--- src/rtl/multi_pulse_pkg.sv ---
// Shared types and trigger decode for the multi-channel one-shot generator.
package multi_pulse_pkg;

  typedef enum logic [1:0] {
    IDLE  = 2'd0,
    PULSE = 2'd1,
    HOLD  = 2'd2,
    DEAD  = 2'd3
  } pulse_state_e;

  typedef enum logic [1:0] {
    MODE_LEVEL = 2'd0,
    MODE_RISE  = 2'd1,
    MODE_FALL  = 2'd2,
    MODE_BOTH  = 2'd3
  } edge_mode_e;

  function automatic logic trig_decode(edge_mode_e mode, logic x, logic x_q);
    logic t;
    unique case (mode)
      MODE_LEVEL: t = x;
      MODE_RISE:  t = x & ~x_q;
      MODE_FALL:  t = ~x & x_q;
      MODE_BOTH:  t = x ^ x_q;
      default:    t = 1'b0;
    endcase
    return t;
  endfunction

endpackage

--- src/rtl/multi_pulse_if.sv ---
// Trigger/config/pulse bundle for multi_pulse; drop counter signals exist only with
// MULTI_PULSE_DROP_CNT_EN defined.
interface multi_pulse_if #(
  parameter int unsigned N_CH   = 4,
  parameter int unsigned LEN_W  = 4,
  parameter int unsigned HOLD_W = 4
`ifdef MULTI_PULSE_DROP_CNT_EN
  , parameter int unsigned CNT_W = 8
`endif
);
  logic [N_CH-1:0]   x;
  logic [1:0]        edge_mode;
  logic [LEN_W-1:0]  pulse_len;
  logic [HOLD_W-1:0] holdoff;
  logic [N_CH-1:0]   y;
  logic [N_CH-1:0]   busy;
`ifdef MULTI_PULSE_DROP_CNT_EN
  logic              drop_clr;
  logic [N_CH*CNT_W-1:0] drop_cnt;

  modport master (output x, edge_mode, pulse_len, holdoff, drop_clr,
                  input  y, busy, drop_cnt);
  modport slave  (input  x, edge_mode, pulse_len, holdoff, drop_clr,
                  output y, busy, drop_cnt);
`else
  modport master (output x, edge_mode, pulse_len, holdoff,
                  input  y, busy);
  modport slave  (input  x, edge_mode, pulse_len, holdoff,
                  output y, busy);
`endif
endinterface

--- src/rtl/multi_pulse_chan.sv ---
// One one-shot channel: input history, IDLE/PULSE/HOLD/DEAD FSM, length and holdoff counters,
// and a saturating dropped-trigger counter when MULTI_PULSE_DROP_CNT_EN is defined.
module multi_pulse_chan
  import multi_pulse_pkg::*;
#(
  parameter int unsigned LEN_W  = 4,
  parameter int unsigned HOLD_W = 4
`ifdef MULTI_PULSE_DROP_CNT_EN
  , parameter int unsigned CNT_W = 8
`endif
) (
  input  logic              clk,
  input  logic              reset,
  input  logic              i_x,
  input  logic [1:0]        i_edge_mode,
  input  logic [LEN_W-1:0]  i_pulse_len,
  input  logic [HOLD_W-1:0] i_holdoff,
`ifdef MULTI_PULSE_DROP_CNT_EN
  input  logic              i_drop_clr,
  output logic [CNT_W-1:0]  o_drop_cnt,
`endif
  output logic              o_y,
  output logic              o_busy
);

  pulse_state_e      r_state, w_state_d;
  logic              r_x_q;
  logic [LEN_W-1:0]  r_len_cnt, w_len_cnt_d;
  logic [HOLD_W-1:0] r_hold_l, w_hold_l_d;
  logic [HOLD_W-1:0] r_hold_cnt, w_hold_cnt_d;
  edge_mode_e        w_mode;
  logic              w_trig;

  assign w_mode = edge_mode_e'(i_edge_mode);
  assign w_trig = trig_decode(w_mode, i_x, r_x_q);

  always_comb begin
    w_state_d    = r_state;
    w_len_cnt_d  = r_len_cnt;
    w_hold_l_d   = r_hold_l;
    w_hold_cnt_d = r_hold_cnt;
    unique case (r_state)
      IDLE: begin
        if (w_trig) begin
          w_state_d   = PULSE;
          w_len_cnt_d = i_pulse_len;
          w_hold_l_d  = i_holdoff;
        end
      end
      PULSE: begin
        if (r_len_cnt != '0) begin
          w_len_cnt_d = r_len_cnt - LEN_W'(1);
        end else if (r_hold_l != '0) begin
          w_state_d    = HOLD;
          w_hold_cnt_d = r_hold_l - HOLD_W'(1);
        end else begin
          w_state_d = (w_mode == MODE_LEVEL) ? DEAD : IDLE;
        end
      end
      HOLD: begin
        if (r_hold_cnt != '0) begin
          w_hold_cnt_d = r_hold_cnt - HOLD_W'(1);
        end else begin
          w_state_d = (w_mode == MODE_LEVEL) ? DEAD : IDLE;
        end
      end
      DEAD: begin
        // Wait for the input to drop so a held level cannot retrigger.
        if (!i_x) w_state_d = IDLE;
      end
      default: w_state_d = IDLE;
    endcase
  end

  always_ff @(posedge clk) begin
    if (reset) begin
      r_state    <= IDLE;
      r_x_q      <= 1'b0;
      r_len_cnt  <= '0;
      r_hold_l   <= '0;
      r_hold_cnt <= '0;
    end else begin
      r_state    <= w_state_d;
      r_x_q      <= i_x;
      r_len_cnt  <= w_len_cnt_d;
      r_hold_l   <= w_hold_l_d;
      r_hold_cnt <= w_hold_cnt_d;
    end
  end

  assign o_y    = (r_state == PULSE);
  assign o_busy = (r_state != IDLE);

`ifdef MULTI_PULSE_DROP_CNT_EN
  logic             w_drop_inc;
  logic [CNT_W-1:0] r_drop_cnt;

  // A held level in DEAD is the same event that was already serviced; edges are new events.
  assign w_drop_inc = w_trig && ((r_state == PULSE) || (r_state == HOLD) ||
                                 ((r_state == DEAD) && (w_mode != MODE_LEVEL)));

  always_ff @(posedge clk) begin
    if (reset || i_drop_clr) begin
      r_drop_cnt <= '0;
    end else if (w_drop_inc && (r_drop_cnt != '1)) begin
      r_drop_cnt <= r_drop_cnt + CNT_W'(1);
    end
  end

  assign o_drop_cnt = r_drop_cnt;
`endif

endmodule

--- src/rtl/multi_pulse.sv ---
// N-channel one-shot generator: one multi_pulse_chan per input bit sharing mode/length/holdoff.
// Optional drop counters enabled by MULTI_PULSE_DROP_CNT_EN.
module multi_pulse
  import multi_pulse_pkg::*;
#(
  parameter int unsigned N_CH   = 4,
  parameter int unsigned LEN_W  = 4,
  parameter int unsigned HOLD_W = 4
`ifdef MULTI_PULSE_DROP_CNT_EN
  , parameter int unsigned CNT_W = 8
`endif
) (
  input logic          clk,
  input logic          reset,
  multi_pulse_if.slave bus
);

  for (genvar g = 0; g < N_CH; g++) begin : g_chan
    multi_pulse_chan #(
      .LEN_W (LEN_W),
      .HOLD_W(HOLD_W)
`ifdef MULTI_PULSE_DROP_CNT_EN
      , .CNT_W(CNT_W)
`endif
    ) u_chan (
      .clk        (clk),
      .reset      (reset),
      .i_x        (bus.x[g]),
      .i_edge_mode(bus.edge_mode),
      .i_pulse_len(bus.pulse_len),
      .i_holdoff  (bus.holdoff),
`ifdef MULTI_PULSE_DROP_CNT_EN
      .i_drop_clr (bus.drop_clr),
      .o_drop_cnt (bus.drop_cnt[g*CNT_W +: CNT_W]),
`endif
      .o_y        (bus.y[g]),
      .o_busy     (bus.busy[g])
    );
  end

endmodule

--- src/flat_wrapper.sv ---
// flat-port wrapper written by rule: the top's interface ports become plain ports
module multi_pulse_flat import multi_pulse_pkg::*;
#(
  parameter int unsigned N_CH   = 4,
  parameter int unsigned LEN_W  = 4,
  parameter int unsigned HOLD_W = 4

)
  (clk, reset, bus_x, bus_edge_mode, bus_pulse_len, bus_holdoff, bus_y, bus_busy);
  multi_pulse_if #(.N_CH(N_CH), .LEN_W(LEN_W), .HOLD_W(HOLD_W)) bus_i ();
  input logic clk;
  input logic reset;
  input wire logic [$bits(bus_i.x)-1:0] bus_x;
  input wire logic [$bits(bus_i.edge_mode)-1:0] bus_edge_mode;
  input wire logic [$bits(bus_i.pulse_len)-1:0] bus_pulse_len;
  input wire logic [$bits(bus_i.holdoff)-1:0] bus_holdoff;
  output wire logic [$bits(bus_i.y)-1:0] bus_y;
  output wire logic [$bits(bus_i.busy)-1:0] bus_busy;
  assign bus_i.x = bus_x;
  assign bus_i.edge_mode = bus_edge_mode;
  assign bus_i.pulse_len = bus_pulse_len;
  assign bus_i.holdoff = bus_holdoff;
  assign bus_y = bus_i.y;
  assign bus_busy = bus_i.busy;
  multi_pulse #(.N_CH(N_CH), .LEN_W(LEN_W), .HOLD_W(HOLD_W)) u_core (.clk(clk), .reset(reset), .bus(bus_i));
endmodule
--- config.mk ---
export PLATFORM = sky130hd
export DESIGN_NAME = multi_pulse_flat
export DESIGN_NICKNAME = d
export VERILOG_FILES = /design/src/rtl/multi_pulse_pkg.sv /design/src/rtl/multi_pulse_if.sv /design/src/rtl/multi_pulse_chan.sv /design/src/rtl/multi_pulse.sv /design/src/flat_wrapper.sv
export SDC_FILE = /design/constraint.sdc
export NUM_CORES = 1
export LEC_CHECK = 0
export CAP_MARGIN = 15
export CORE_MARGIN = 2
export CORE_UTILIZATION = 59
export CTS_CLUSTER_SIZE = 16
export DETAILED_ROUTE_END_ITERATION = 10
export GPL_ROUTABILITY_DRIVEN = 0
export HOLD_SLACK_MARGIN = 0.1
export PLACE_DENSITY = 0.88
export SYNTH_ARGS = -nofsm -noshare
export SYNTH_HDL_FRONTEND = slang
export SYNTH_SLANG_ARGS = --single-unit
--- constraint.sdc ---
create_clock -name clk -period 6.3 [get_ports clk]
set_input_delay 1.89 -clock clk [delete_from_list [all_inputs] [get_ports clk]]
set_output_delay 1.89 -clock clk [all_outputs]
set_load 0.03 [all_outputs]
# == After elaboration in Yosys (flattened, before gate mapping) ==
# Cells that the tools add are included.
# op_classes
shifts,0
n_bitwise,20
n_eq_ne,43
n_mux,57
div_mod_pow,0
reduce_logical,45
n_mul,0
addsub,12
magnitude_cmp,0
# op_table
op,count
$mux 4,20
$pmux 4 s2,8
$reduce_bool 4->1,12
$sub 4x1->4 const B,12
$mux 2,21
$ne 2x2->1 const B,20
$pmux 2 s4,4
$reduce_and 4->1,8
$reduce_bool 2->1,12
$eq 2x2->1 const B,10
$ne 2x1->1 const B,8
$pmux 1 s4,4
$reduce_and 3->1,4
$eq 2x1->1 const B,5
$logic_not 2->1,5
$and 1x1->1,8
$not 1->1,8
$reduce_and 2->1,4
$xor 1x1->1,4
# word_totals
n_memories,0
latch_bits,0
input_bits,16
rom_bits,0
ramBits,0
out_inout_bits,8
register_bits,60
elab_cells,197

# == Logic depth before layout (Yosys ltp) ==
# Gate-level depths: netlist of the first run.
# depth
depth_word,5
depth_mapped,9
ltp_nobuf,7

# == Cells and area by module ==
# From an unflattened synthesis of the first run, not the netlist that was laid out.
# hier_totals
cells_unflattened,440
area_unflattened_um2,3988.8
# by_module_without_submodules
module,area_each_um2,seq_area_each_um2,cells_each,instances
multi_pulse_chan,997.2,300.3,110,4

# == Worst setup path before layout of the first run ==
# Ideal clock, no wire load.
# synth_timing
path_type,input port to flip-flop
start,input port bus_x[0]
end,register u_core.g_chan[0].u_chan.r_len_cnt[0]
setup_ps,59
n_path_buf,0
arrival_ps,3251
path_slack_ps,2990
cell_stages,6
required_ps,6241
path_cell_list,inv_1 -> ha_1 -> inv_1 -> mux4_2 -> a21oi_1 -> o221a_2
# synth_between
elab_chain_len,5
elab_cells_between_ends,7
cone_classes,eq/ne: 1; mux: 1; bitwise: 4; reduce/logical: 1
# synth_rtl
element,line_no,source
from (decl),flat_wrapper.sv:13,input wire logic [$bits(bus_i.x)-1:0] bus_x;
$not 1->1,multi_pulse_pkg.sv:23,MODE_FALL: t = ~x & x_q;
$and 1x1->1,multi_pulse_pkg.sv:23,
$pmux 1 s4 (*),multi_pulse_pkg.sv:20,unique case (mode)
$ne 2x2->1 (no source line) (*),n/a,
$reduce_and 3->1 (no source line) (*),n/a,
to (signal assigned),multi_pulse_chan.sv:85,r_len_cnt <= w_len_cnt_d;
to (decl),multi_pulse_chan.sv:28,"logic [LEN_W-1:0] r_len_cnt, w_len_cnt_d;"
# Mark *: on every way between the ends. The rest lies on a longest branch, timed or not.
# A chain may end at the register's enable or synchronous reset.

# == Worst setup path after layout of the first run ==
# layout_timing
start,register u_core.g_chan[2].u_chan.r_state[0]
end,output port bus_y[2]
# layout_between
elab_chain_len,1
# layout_rtl
element,line_no,source
from (decl),multi_pulse_chan.sv:26,"pulse_state_e r_state, w_state_d;"
from (signal assigned),multi_pulse_chan.sv:83,r_state <= w_state_d;
$eq 2x1->1,multi_pulse_chan.sv:91,assign o_y = (r_state == PULSE);
to (decl),flat_wrapper.sv:17,output wire logic [$bits(bus_i.y)-1:0] bus_y;
# No other way between the ends.

==> results.cfg, run 1 <==
[status]
outcome = finished clean

[floorplan]
core.rowCount = 30
dieWidth_um = 86.5
core_area_sq_mm = 0.00668
chipHeight_um = 86.5
design.die.area_sq_mm = 0.00749
ios = 24
start_util_pct = 60.1

[synth]
synth_area_leaders = dfxtp_1 (30%), ha_1 (5.3%), mux2i_1 (4.5%)
synth_cell_types = 69
synth.largest_area_cell = dfxtp_1
synth_enable_flop_cells = 0
synth-seq-cells = 60
async_reset_ff_share_pct = 0
synth.top_cell.area_share_pct = 29.9
netlist_area_sq_mm = 0.00402
ys_seq_area_share_pct = 29.9
postSynthNetCount = 517
yosysWarnings = 0
syn_area_per_cell_sq_um = 8.30
synth_ff_type = dfxtp_1
netlist_instances = 484

[sta]
tightest_slew_ns = 1.02
grt_setup_unrepaired = no
period_share_pct = 69.9
finalMaxSlewViolations = 0
hold_viol_final = 0
finalCriticalPeriod_ns = 4.40
fin_hold_ws_ns = 0.484
worst_slew_margin_rel_pct = 31.8
fmax_mhz = 227
setup_viol = 0
fin_skew_ns = 0.00629
setup_tns_ns = 0

[critical_path]
path_max_fanout = 18
start_kind = register
end_kind = primary output
worstPathArrival_ns = 2.51
critPathRequiredTime_ns = 4.41
crit_type = reg2out

[drt]
via_per_inst = 6.60
postRouteAntennaNets = 0
drc = 0
drt_wl_total_mm = 9.68
num_vias = 3750
wl_per_cell_um = 17.0
drt_pass1_iterations = 5
drt_iter0_markers = 297

[clock_network]
cts_num_sinks = 60
cts_resized = 0
clkLatencyLatePin_ns = 0.35
cts_hold_buf = 0
path_clk_slew_ns = 0.07
cts_tree = built
cts-root-buf = clkbuf_8
post_cts_buffers = 0
h-tree-depth = 3
cts_buffers = 9
clk_path_buf_depth = 2

[finish]
drive_gt1_share_pct = 8.20
final_cell_mix = dfxtp_1 (60), inv_1 (38), a21oi_1 (34), o21ai_0 (33), nor2_1 (31)
fillers = 580
diodes = 0
instances_no_fill = 568
syn_to_final_growth_pct = 7.41
final_common_cell = dfxtp_1
fin_nets = 517

[job]
cap_violations = 0

[worst_hold_path]
hp-class = reg2reg

[pwr]
ir_worst_vdd_uv = 176
leakage_nw = 1.68
power.density_mw_per_mm2 = 375

[global_routing]
first_global_vias = 3390
track_usage_pct = 26.5
grt_pass1_wl_mm = 15.7
met1_usage_pct = 34.8
gr-usage-met3_pct = 5.05
met2_usage_pct = 43.1
grt_overflow = 0
antenna_found_initial = 0
grt_max_degree = 54
busiest_layer = met2

[placement]
port_buffers = 23
dp_hpwl_mm = 6.69
dp.cells = 553
==> state kept, by name (all words and copies together), names as in the netlist <==
name and cells:
u_core.g_chan.u_chan.r_hold_cnt 16, u_core.g_chan.u_chan.r_hold_l 16, u_core.g_chan.u_chan.r_len_cnt 16, u_core.g_chan.u_chan.r_state 8, u_core.g_chan.u_chan.r_x_q 4
==> path summary, 6_finish.rpt <==
| kind | from | endpoint | slack [ns] | cells past startpoint |
|---|---|---|---|---|
| max | u_core.g_chan[2].u_chan.r_state[0] | bus_y[2] | 1.90 | 2 |
| min | u_core.g_chan[2].u_chan.r_hold_cnt[0] | u_core.g_chan[2].u_chan.r_hold_cnt[0] | 0.48 | 2 |
| max reg2reg | u_core.g_chan[2].u_chan.r_state[1] | u_core.g_chan[2].u_chan.r_hold_cnt[2] | 3.91 | 7 |
| min reg2reg | u_core.g_chan[2].u_chan.r_hold_cnt[0] | u_core.g_chan[2].u_chan.r_hold_cnt[0] | 0.48 | 2 |
==> metal layers <==
metal  share of wire (%)  vias up
li1                    -     1807
met1                  44     1796
met2                  48      122
met3                 6.4       25
met4                 2.2        0
met5                   0        -
==> layout make-up <==
class	instances	area (sq um)	area share, %
Tap cell	80	100	2.32
Sequential cell	60	1200	27.8
Timing Repair Buffer	23	225	5.22
Multi-Input combinational cell	350	2470	57.2
Inverter	40	151	3.51
Clock inverter	2	10.0	0.232
Clock buffer	13	159	3.68
==> where the power goes <==
| group | internal (mW) | switching (mW) |
|---|---|---|
| Clock | 0.161 | 0.151 |
| Combinational | 0.310 | 0.424 |
| Sequential | 0.464 | 0.106 |
| Total | 0.935 | 0.681 |
==> per-stage QoR <==
step           utilization, %  worst slack [ns]  instance area, sq um  total power [mW]
6_report                 64.6              1.90                  4320              1.62
5_1_grt                  64.6              1.76                  4320              1.73
4_1_cts                  64.6              1.91                  4320              1.61
3_5_place_dp             62.1              2.12                  4150              1.30
3_3_place_gp             62.1              2.17                  4150              1.26
2_1_floorplan               -              2.99                  4020              1.16
==> critical path: stages (launching register included) <==
cell and delay (ns):
dfxtp_1 0.65, nor2b_1 0.71, clkdlybuf4s50_1 0.81
==> cell families after synthesis <==
family	after synthesis	synth area share (%)
mux	28	9.53
simple gates	152	20.6
flops	60	29.9
compound gates	153	26.0
buf+inv	74	8.65
fa+ha+maj	17	5.29
==> cell usage after synthesis (10+ instances only) <==
| library cell | n |
|---|---|
| nor2_1 | 31 |
| ha_1 | 17 |
| o31ai_1 | 10 |
| nor3_1 | 13 |
| nand2b_1 | 15 |
| clkbuf_1 | 14 |
| a21oi_1 | 34 |
| nand3_1 | 21 |
| mux2i_1 | 18 |
| nor2b_1 | 11 |
| dfxtp_1 | 60 |
| nand2_1 | 25 |
| buf_4 | 10 |
| o21ai_0 | 33 |
| inv_1 | 38 |
Note: power is estimated with default switching activity, not from simulation.
==> run 2: changes to the inputs <==
--- a/config.mk
+++ b/config.mk
@@ -7,12 +7,12 @@
 export LEC_CHECK = 0
 export CAP_MARGIN = 15
 export CORE_MARGIN = 2
-export CORE_UTILIZATION = 59
+export CORE_UTILIZATION = 54
 export CTS_CLUSTER_SIZE = 16
 export DETAILED_ROUTE_END_ITERATION = 10
 export GPL_ROUTABILITY_DRIVEN = 0
 export HOLD_SLACK_MARGIN = 0.1
-export PLACE_DENSITY = 0.88
+export PLACE_DENSITY = 0.85
 export SYNTH_ARGS = -nofsm -noshare
 export SYNTH_HDL_FRONTEND = slang
 export SYNTH_SLANG_ARGS = --single-unit
==> constraint.sdc (replaced) <==
create_clock -name clk -period 3.55 [get_ports clk]
set_input_delay 1.065 -clock clk [delete_from_list [all_inputs] [get_ports clk]]
set_output_delay 1.065 -clock clk [all_outputs]
set_load 0.03 [all_outputs]
==> run 2 against run 1 <==
Compared with the run above: sequential share of layout area fell by 0.76 points; critical path depth rose by 1; largest cell class unchanged; clock power rose by 140%; sequential cell count did not move; non-clock buffer count rose by 4; core utilization fell by 3.1 points; worst hold slack got worse by 0.0041 ns; highest routed layer unchanged; clock-buffer cell count did not move; first-iteration DRC count fell by 13%; largest power group unchanged; combinational power rose by 80%; global-route usage fell by 1.7 points; routed wire length rose by 2.5%; critical endpoint is now bus_y[3].
==> results.cfg, run 2 (synthesized netlist as in run 1, its figures left out) <==
[finish]
fin_nets = 521
diodes = 0
reg.largest.list = u_core.g_chan.u_chan.r_hold_cnt (16), u_core.g_chan.u_chan.r_hold_l (16), u_core.g_chan.u_chan.r_len_cnt (16)
drive_gt1_share_pct = 9.33
final_common_cell = dfxtp_1
post-route-util_pct = 61.5
final_cell_mix = dfxtp_1 (60), inv_1 (38), a21oi_1 (34), o21ai_0 (33), nor2_1 (31)
syn_to_final_growth_pct = 10.4

[sta]
setup_viol = 0
finalMaxSlewViolations = 0
fmax_mhz = 310
finalCriticalPeriod_ns = 3.22
tightest_slew_ns = 0.954
fin_ws_ns = 0.329
fin_skew_ns = 0.00767
period_share_pct = 90.7
setup_tns_ns = 0
fin_hold_ws_ns = 0.480
grt_setup_unrepaired = no
hold_viol_final = 0
worst_slew_margin_rel_pct = 35.8

[floorplan]
chipHeight_um = 90.3
core_area_sq_mm = 0.00721
dieWidth_um = 90.3
start_util_pct = 55.7
ios = 24
design.die.area_sq_mm = 0.00815
core.rowCount = 31

[placement]
port_buffers = 23
dp_slack_ns = 0.262
dp_hpwl_mm = 6.92

[critical_path]
path_max_fanout = 12
critPathRequiredTime_ns = 2.48
crit_type = reg2out
start_kind = register
worstPathArrival_ns = 2.16
end_kind = primary output

[drt]
wl_per_cell_um = 16.8
drt_pass1_iterations = 5
drc = 0
drt_iter0_markers = 258
via_per_inst = 6.51
num_vias = 3851
drt_wl_total_mm = 9.93
postRouteAntennaNets = 0

[clock_network]
cts-root-buf = clkbuf_8
cts_buffers = 9
path_clk_slew_ns = 0.07
post_cts_buffers = 0
clkLatencyLatePin_ns = 0.35
h-tree-depth = 3
cts_num_sinks = 60
cts_tree = built
cts_resized = 0
cts_hold_buf = 0
clk_path_buf_depth = 2

[status]
outcome = finished clean

[pwr]
clkPwrFrac_pct = 24.1
pwr-share-comb_pct = 42.9
ir_worst_vdd_uv = 339
switching_share_pct = 40.3
total_power_mw = 3.07
seq_power_share_pct = 33.0
power.density_mw_per_mm2 = 693
leakage_nw = 1.72
p_switching_mw = 1.24
p_int_mw = 1.84

[global_routing]
antenna_found_initial = 0
track_usage_pct = 24.8
grt_pass1_wl_mm = 16.6
first_global_vias = 3653
grt_overflow = 0
grt_max_degree = 53

[job]
cap_violations = 0

[worst_hold_path]
hp-class = reg2reg
run 2: changes by cell type in the layout (fill, tap and decap cells not counted):
cell,before,now
bufinv_16,0,2
clkinvlp_4,0,1
clkinv_2,3,1
buf_4,0,4
clkbuf_1,2,1
clkbuf_8,11,12
run 2: layout make-up:
class | count | area [sq um]
clock inverters | 3 | 67.6
repair buffers | 27 | 255
fillers | 621 | 2780
multi-input cells | 350 | 2470
well taps | 99 | 124
flip-flops and latches | 60 | 1200
inverters | 40 | 151
clock buffers | 13 | 169
run 2: worst paths after layout:
kind	start	end	slack, ns	depth (start not counted)
setup / recovery	u_core.g_chan[3].u_chan.r_state[0]	bus_y[3]	0.33	3
hold / removal	u_core.g_chan[2].u_chan.r_hold_cnt[0]	u_core.g_chan[2].u_chan.r_hold_cnt[0]	0.48	2
setup reg to reg	u_core.g_chan[2].u_chan.r_state[1]	u_core.g_chan[2].u_chan.r_hold_cnt[2]	1.19	7
hold reg to reg	u_core.g_chan[2].u_chan.r_hold_cnt[0]	u_core.g_chan[2].u_chan.r_hold_cnt[0]	0.48	2
run 2: critical path, stage by stage (launching register included):
cell             delay [ns]
dfxtp_1                0.54
nand2b_1               0.30
inv_1                  0.25
clkdlybuf4s50_1        0.71
run 2: per-layer routing:
| layer | GRT usage (%) | vias to the layer above | share of wire, % |
|---|---|---|---|
| met4 | 10.1 | 0 | 2.5 |
| met3 | 5.18 | 30 | 7.9 |
| met5 | 0 | - | 0 |
| met1 | 30.8 | 1825 | 41 |
| met2 | 42.0 | 186 | 48 |
| li1 | - | 1810 | - |
run 2: metrics by stage:
step / std cells / instance area (sq um)
2_1_floorplan: 484 / 4020
3_3_place_gp: 576 / 4200
3_5_place_dp: 576 / 4200
4_1_cts: 592 / 4440
5_1_grt: 592 / 4440
6_report: 592 / 4440
run 2: power by group through the flow:
stage               Combinational [mW]  Sequential [mW]  Clock [mW]
floorplan                         1.12            0.940           0
CTS                               1.31             1.01       0.743
global placement                  1.24             1.01           0
global route                      1.45             1.04       0.778
finish                            1.32             1.01       0.740
detailed placement                1.30             1.02           0
